## config.mk

```make
export PLATFORM = sky130hd
export DESIGN_NAME = memory_port_arbiter_flat
export DESIGN_NICKNAME = d
export VERILOG_FILES = /design/src/rtl/memory_port_arbiter_if.sv /design/src/rtl/memory_port_arbiter.sv /design/src/flat_wrapper.sv
export SDC_FILE = /design/constraint.sdc
export NUM_CORES = 1
export LEC_CHECK = 0
export ABC_AREA = 1
export BUFFER_PORTS_ARGS = -buffer_cell sky130_fd_sc_hd__buf_4
export CORE_ASPECT_RATIO = 0.8
export CORE_MARGIN = 1.5
export CORE_UTILIZATION = 43
export DETAILED_ROUTE_END_ITERATION = 7
export GPL_ROUTABILITY_DRIVEN = 0
export PLACE_DENSITY_LB_ADDON = 0.25
export SLEW_MARGIN = 20
export SYNTH_ARGS = -nofsm -noshare
export SYNTH_HDL_FRONTEND = slang
export SYNTH_SLANG_ARGS = --single-unit
export TNS_END_PERCENT = 1
```

## constraint.sdc

```tcl
create_clock -name clk -period 2.5 [get_ports clk]
set_input_delay 0.125 -clock clk [delete_from_list [all_inputs] [get_ports clk]]
set_output_delay 0.125 -clock clk [all_outputs]
set_load 0.02 [all_outputs]
```

## src/rtl/memory_port_arbiter_if.sv

```systemverilog
// ---------------------------------------------------------------------------
// memory_port_arbiter_if
// Bundles the two requester handshakes (instruction fetch, data stage), the
// single-port memory strobe/data, and the pipeline stall outputs.
//
//   slave  : the arbiter side (consumes requests, drives memory and stalls)
//   master : the environment side (pipeline requesters plus the memory,
//            which returns mem_rdata)
//
// Signals
//   if_req/if_addr            fetch request, held until if_valid
//   if_valid/if_rdata         fetch completion pulse and fetched word
//   dm_req/dm_we/dm_addr/
//   dm_wdata                  data-stage request, held until dm_done
//   dm_done/dm_rdata          data completion pulse and read data
//   mem_en/mem_we/mem_addr/
//   mem_wdata/mem_rdata       single-port memory access
//   stall_if/stall_dm         stall indications to pipeline control
// ---------------------------------------------------------------------------
interface memory_port_arbiter_if #(
  parameter int ADDR_W = 12,
  parameter int DATA_W = 19
);
  logic              if_req;
  logic [ADDR_W-1:0] if_addr;
  logic              if_valid;
  logic [DATA_W-1:0] if_rdata;

  logic              dm_req;
  logic              dm_we;
  logic [ADDR_W-1:0] dm_addr;
  logic [DATA_W-1:0] dm_wdata;
  logic              dm_done;
  logic [DATA_W-1:0] dm_rdata;

  logic              mem_en;
  logic              mem_we;
  logic [ADDR_W-1:0] mem_addr;
  logic [DATA_W-1:0] mem_wdata;
  logic [DATA_W-1:0] mem_rdata;

  logic              stall_if;
  logic              stall_dm;

  modport slave (
    input  if_req, if_addr, dm_req, dm_we, dm_addr, dm_wdata, mem_rdata,
    output if_valid, if_rdata, dm_done, dm_rdata,
           mem_en, mem_we, mem_addr, mem_wdata, stall_if, stall_dm
  );

  modport master (
    output if_req, if_addr, dm_req, dm_we, dm_addr, dm_wdata, mem_rdata,
    input  if_valid, if_rdata, dm_done, dm_rdata,
           mem_en, mem_we, mem_addr, mem_wdata, stall_if, stall_dm
  );
endinterface

```

## src/rtl/memory_port_arbiter.sv

```systemverilog
// ---------------------------------------------------------------------------
// memory_port_arbiter
// Shares one single-port memory between the instruction fetch stage and the
// data-memory stage. One access is in flight at a time; each access strobes
// the memory for one cycle, waits MEM_LAT cycles for read data, then signals
// completion to its requester and returns to IDLE (period MEM_LAT+2 cycles).
// Simultaneous requests are resolved round-robin on the last grant.
//
// Ports
//   clk    single clock, rising edge
//   reset  asynchronous, active-high
//   bus    memory_port_arbiter_if.slave (requesters, memory, stalls)
//
// Parameters
//   ADDR_W   memory word address width
//   DATA_W   memory word width (instruction width)
//   MEM_LAT  cycles from the mem_en cycle to valid mem_rdata, 1..3
// ---------------------------------------------------------------------------
module memory_port_arbiter #(
  parameter int ADDR_W  = 12,
  parameter int DATA_W  = 19,
  parameter int MEM_LAT = 2
) (
  input  logic                   clk,
  input  logic                   reset,
  memory_port_arbiter_if.slave   bus
);

  localparam int              CNT_W    = $clog2(MEM_LAT + 1);
  localparam logic [CNT_W-1:0] CNT_DONE = CNT_W'(MEM_LAT);

  typedef enum logic [1:0] {
    IDLE    = 2'd0,
    BUSY_IF = 2'd1,
    BUSY_DM = 2'd2
  } state_t;

  state_t            state;
  state_t            state_nxt;
  logic [CNT_W-1:0]  cnt;
  logic [CNT_W-1:0]  cnt_nxt;
  logic              last_dm;
  logic              grant;
  logic              grant_dm;
  logic              done_cyc;

  logic              mem_en_p1;
  logic              mem_we_p1;
  logic [ADDR_W-1:0] mem_addr_p1;
  logic [DATA_W-1:0] mem_wdata_p1;

  logic              if_valid_c;
  logic              dm_done_c;

  // Next-state: arbitrate only from IDLE, so the completion cycle never grants.
  always_comb begin
    state_nxt = state;
    cnt_nxt   = cnt;
    grant     = 1'b0;
    grant_dm  = 1'b0;
    done_cyc  = (cnt == CNT_DONE);
    case (state)
      IDLE: begin
        if (bus.if_req || bus.dm_req) begin
          grant = 1'b1;
          // DM wins alone, or on a tie when IF was granted last.
          grant_dm  = bus.dm_req && (!bus.if_req || !last_dm);
          state_nxt = grant_dm ? BUSY_DM : BUSY_IF;
          cnt_nxt   = '0;
        end
      end
      BUSY_IF, BUSY_DM: begin
        if (done_cyc) begin
          state_nxt = IDLE;
          cnt_nxt   = '0;
        end else begin
          cnt_nxt = cnt + CNT_W'(1);
        end
      end
      default: begin
        state_nxt = IDLE;
        cnt_nxt   = '0;
      end
    endcase
  end

  // State register and p1 memory strobe stage: the granted requester's
  // inputs are captured at the grant edge, so later changes are ignored.
  always_ff @(posedge clk or posedge reset) begin
    if (reset) begin
      state        <= IDLE;
      cnt          <= '0;
      last_dm      <= 1'b0;
      mem_en_p1    <= 1'b0;
      mem_we_p1    <= 1'b0;
      mem_addr_p1  <= '0;
      mem_wdata_p1 <= '0;
    end else begin
      state     <= state_nxt;
      cnt       <= cnt_nxt;
      mem_en_p1 <= grant;
      mem_we_p1 <= grant && grant_dm && bus.dm_we;
      if (grant) begin
        last_dm <= grant_dm;
      end
      if (!grant) begin
        mem_addr_p1 <= '0;
      end else if (grant_dm) begin
        mem_addr_p1 <= bus.dm_addr;
      end else begin
        mem_addr_p1 <= bus.if_addr;
      end
      mem_wdata_p1 <= (grant && grant_dm) ? bus.dm_wdata : '0;
    end
  end

  // Outputs: completion is suppressed if the requester withdrew its request.
  always_comb begin
    if_valid_c    = (state == BUSY_IF) && done_cyc && bus.if_req;
    dm_done_c     = (state == BUSY_DM) && done_cyc && bus.dm_req;
    bus.if_valid  = if_valid_c;
    bus.dm_done   = dm_done_c;
    bus.if_rdata  = bus.mem_rdata;
    bus.dm_rdata  = bus.mem_rdata;
    bus.stall_if  = bus.if_req && !if_valid_c;
    bus.stall_dm  = bus.dm_req && !dm_done_c;
    bus.mem_en    = mem_en_p1;
    bus.mem_we    = mem_we_p1;
    bus.mem_addr  = mem_addr_p1;
    bus.mem_wdata = mem_wdata_p1;
  end

endmodule

```

## src/flat_wrapper.sv

```systemverilog
// flat-port wrapper written by rule: the top's interface ports become plain ports
module memory_port_arbiter_flat 
#(
  parameter int ADDR_W  = 12,
  parameter int DATA_W  = 19,
  parameter int MEM_LAT = 2
)
  (clk, reset, bus_if_req, bus_if_addr, bus_dm_req, bus_dm_we, bus_dm_addr, bus_dm_wdata, bus_mem_rdata, bus_if_valid, bus_if_rdata, bus_dm_done, bus_dm_rdata, bus_mem_en, bus_mem_we, bus_mem_addr, bus_mem_wdata, bus_stall_if, bus_stall_dm);
  memory_port_arbiter_if #(.ADDR_W(ADDR_W), .DATA_W(DATA_W)) bus_i ();
  input  logic clk;
  input  logic reset;
  input wire logic [$bits(bus_i.if_req)-1:0] bus_if_req;
  input wire logic [$bits(bus_i.if_addr)-1:0] bus_if_addr;
  input wire logic [$bits(bus_i.dm_req)-1:0] bus_dm_req;
  input wire logic [$bits(bus_i.dm_we)-1:0] bus_dm_we;
  input wire logic [$bits(bus_i.dm_addr)-1:0] bus_dm_addr;
  input wire logic [$bits(bus_i.dm_wdata)-1:0] bus_dm_wdata;
  input wire logic [$bits(bus_i.mem_rdata)-1:0] bus_mem_rdata;
  output wire logic [$bits(bus_i.if_valid)-1:0] bus_if_valid;
  output wire logic [$bits(bus_i.if_rdata)-1:0] bus_if_rdata;
  output wire logic [$bits(bus_i.dm_done)-1:0] bus_dm_done;
  output wire logic [$bits(bus_i.dm_rdata)-1:0] bus_dm_rdata;
  output wire logic [$bits(bus_i.mem_en)-1:0] bus_mem_en;
  output wire logic [$bits(bus_i.mem_we)-1:0] bus_mem_we;
  output wire logic [$bits(bus_i.mem_addr)-1:0] bus_mem_addr;
  output wire logic [$bits(bus_i.mem_wdata)-1:0] bus_mem_wdata;
  output wire logic [$bits(bus_i.stall_if)-1:0] bus_stall_if;
  output wire logic [$bits(bus_i.stall_dm)-1:0] bus_stall_dm;
  assign bus_i.if_req = bus_if_req;
  assign bus_i.if_addr = bus_if_addr;
  assign bus_i.dm_req = bus_dm_req;
  assign bus_i.dm_we = bus_dm_we;
  assign bus_i.dm_addr = bus_dm_addr;
  assign bus_i.dm_wdata = bus_dm_wdata;
  assign bus_i.mem_rdata = bus_mem_rdata;
  assign bus_if_valid = bus_i.if_valid;
  assign bus_if_rdata = bus_i.if_rdata;
  assign bus_dm_done = bus_i.dm_done;
  assign bus_dm_rdata = bus_i.dm_rdata;
  assign bus_mem_en = bus_i.mem_en;
  assign bus_mem_we = bus_i.mem_we;
  assign bus_mem_addr = bus_i.mem_addr;
  assign bus_mem_wdata = bus_i.mem_wdata;
  assign bus_stall_if = bus_i.stall_if;
  assign bus_stall_dm = bus_i.stall_dm;
  memory_port_arbiter #(.ADDR_W(ADDR_W), .DATA_W(DATA_W), .MEM_LAT(MEM_LAT)) u_core (.clk(clk), .reset(reset), .bus(bus_i));
endmodule
```

==> impl_metrics.yaml <==
synthesis:
  syn-num-nets: 295
  ys_ff_latch: 38
  syn_avg_cell_area_um2: 8.24
  ys_warn_count: 0
  ys_seq_area_frac: 0.513
  synth_cell_types: 10
  syn-cell-area_mm2: 0.00185
  synth_cells: 225
cts:
  cts_hold_buffers: 1
  clk_pin_slew_worst_paths_ns: 0.08
  clkLatencyLatePin_ns: 0.29
  clock_path_buffers: 2
  cts_tree: "built"
  h-tree-depth: 2
  cts_resized: 0
  post_cts_buffers: 0
  tritoncts_num_sinks: 38
  numCtsBuffers: 5
  clockRootBuffer: "clkbuf_8"
final_layout:
  nFillCells: 419
  seqCellArea_um2: 951
  area_growth_pct: 27.3
  drive_above_1_share: 0.343
  num-nets-final: 346
  multi_input_comb_area_um2: 425
  num_antenna_cells: 0
run:
  cap_violations: 0
critical_path:
  startpoint_type: "flip-flop"
  reg2reg_to: "u_core.bus.mem_addr[8]"
  r2r_start: "u_core.state[0]"
  critPathKind: "flip-flop to output pin"
  slowest_stage: "dfrtp_1"
  endpoint: "bus_if_valid"
  crit_chain: "inv_1 -> ha_1 -> nand3_1 -> nor2_1 -> buf_4"
  r2r_slack_ns: 1.14
  critPathLaunch: "u_core.state[1]"
  worstPathRequired_ns: 2.38
  reg2reg_depth: 6
  slowest_delay_ns: 0.40
  endpoint_kind: "output pin"
  critPathMaxFanout: 3
  arrival_ns: 1.28
global_route:
  antenna_found_initial: 0
  grt_overflow_total: 0
  grt_pass1_vias: 1176
  grt_first_pass_wirelength_um: 5390
  grt_max_degree: 39
  global_route.usage.total: 0.154
die:
  start_util: 0.446
  coreArea_mm2: 0.00415
  boundaryPins: 142
  dieArea_mm2: 0.00471
  die_w_um: 76.4
  num_rows: 21
  die_h_um: 61.7
sta:
  grt_setup_unrepaired: "no"
  min_period_over_period: 0.563
  finalSetupTns_ns: 0
  slew-limit-headroom: 0.691
  period_needed_ns: 1.41
  fmax_ghz: 0.711
  finalSetupViolCount: 0
  whs_ns: 0.0426
  finalHoldViolCount: 0
  worst_pin_slew_ns: 0.464
  drv_slew: 0
  clock_skew_ns: 0.00778
power:
  peakVddDrop_v: 0.000338
  power_leakage_uw: 0.00145
  finalPower_uw: 2140
  power.density_mw_per_mm2: 909
drt:
  routed_via_density: 4.20
  drc: 0
  firstDrtPassIters: 4
  drtIter0Drc: 55
  drt-total-wl_um: 3680
  num_vias: 1404
  ant_nets: 0
  wl_per_cell_um: 11.0
placement:
  dp_hpwl_um: 2730
  port_buffers: 84
worst_hold_path:
  holdCritPathClass: "input pin to flip-flop"
run_status:
  status: "completed"
[area by class of cell]
class,count,share of cell area
clock buffer,6,0.0350
clock inverter,2,0.00530
inverter,43,0.0684
multi-input combinational,101,0.180
sequential,38,0.403
tap,57,0.0302
timing repair buffer,87,0.278
[worst max-delay path, delay by kind of cell, from the launching register on]
kind / cells / cell delay, ns
buffers and inverters: 2 / 0.24
AND/OR/NAND/NOR: 2 / 0.20
flip-flops: 1 / 0.40
adder cells (fa/ha/maj): 1 / 0.15
[per-stage QoR]
stage	area [um2]	cells	setup slack (ns)	utilization
2_1_floorplan	1850	225	1.31	-
3_3_place_gp	2250	325	1.22	0.543
3_5_place_dp	2250	325	1.14	0.543
4_1_cts	2360	334	1.07	0.568
5_1_grt	2360	334	0.983	0.568
6_report	2360	334	1.09	0.568
[layout by cell type (no fill, tap or decap)]
cell	instances
buf_4	86
clkbuf_8	6
clkinv_2	1
clkinvlp_4	1
dfrtp_1	38
dlygate4sd3_1	1
ha_1	3
inv_1	43
nand2_1	39
nand3_1	7
nor2_1	48
nor2_4	1
o21ai_0	3
[where the power goes]
part	switching [uW]	internal, uW	leakage, uW
clock network	216	222	0.0000472
registers	61.9	783	0.000500
logic	517	346	0.000905
total	794	1350	0.00145
[metal layers]
metal / global-route usage / wire length (um)
met5: 0 / 0
met3: 0.0701 / 393
met4: 0.0794 / 72
met2: 0.245 / 1630
met1: 0.183 / 1590
[kinds of logic after synthesis]
kind of cell / after synthesis / synth area share
buf+inv: 86 / 0.257
flops: 38 / 0.513
simple gates: 95 / 0.201
compound gates: 3 / 0.00810
fa+ha+maj: 3 / 0.0203
[Yosys cell counts]
cell / n / share of area
buf_2: 3 / 0.0081
buf_4: 40 / 0.16
dfrtp_1: 38 / 0.51
ha_1: 3 / 0.020
inv_1: 43 / 0.087
nand2_1: 39 / 0.079
nand3_1: 7 / 0.019
nor2_1: 48 / 0.097
nor2_4: 1 / 0.0061
o21ai_0: 3 / 0.0081
[state kept, by name (all words and copies together), names as in the netlist]
| register | flops |
|---|---|
| u_core.bus.mem_we | 1 |
| u_core.state | 2 |
| u_core.last_dm | 1 |
| u_core.cnt | 2 |
| u_core.bus.mem_en | 1 |
| u_core.bus.mem_addr | 12 |
| u_core.bus.mem_wdata | 19 |
[worst min-delay path by stage]
stage,to,cells past startpoint,start
after floorplan,u_core.bus.mem_wdata[0],2,bus_dm_wdata[0]
after global placement,bus_dm_rdata[1],0,bus_mem_rdata[1]
after detailed placement,bus_dm_rdata[1],0,bus_mem_rdata[1]
after CTS,u_core.bus.mem_wdata[11],3,bus_dm_wdata[11]
after global routing,u_core.bus.mem_wdata[12],3,bus_dm_wdata[12]
final,u_core.bus.mem_wdata[17],3,bus_dm_wdata[17]
No activity file was read; power rests on OpenSTA's default activity.
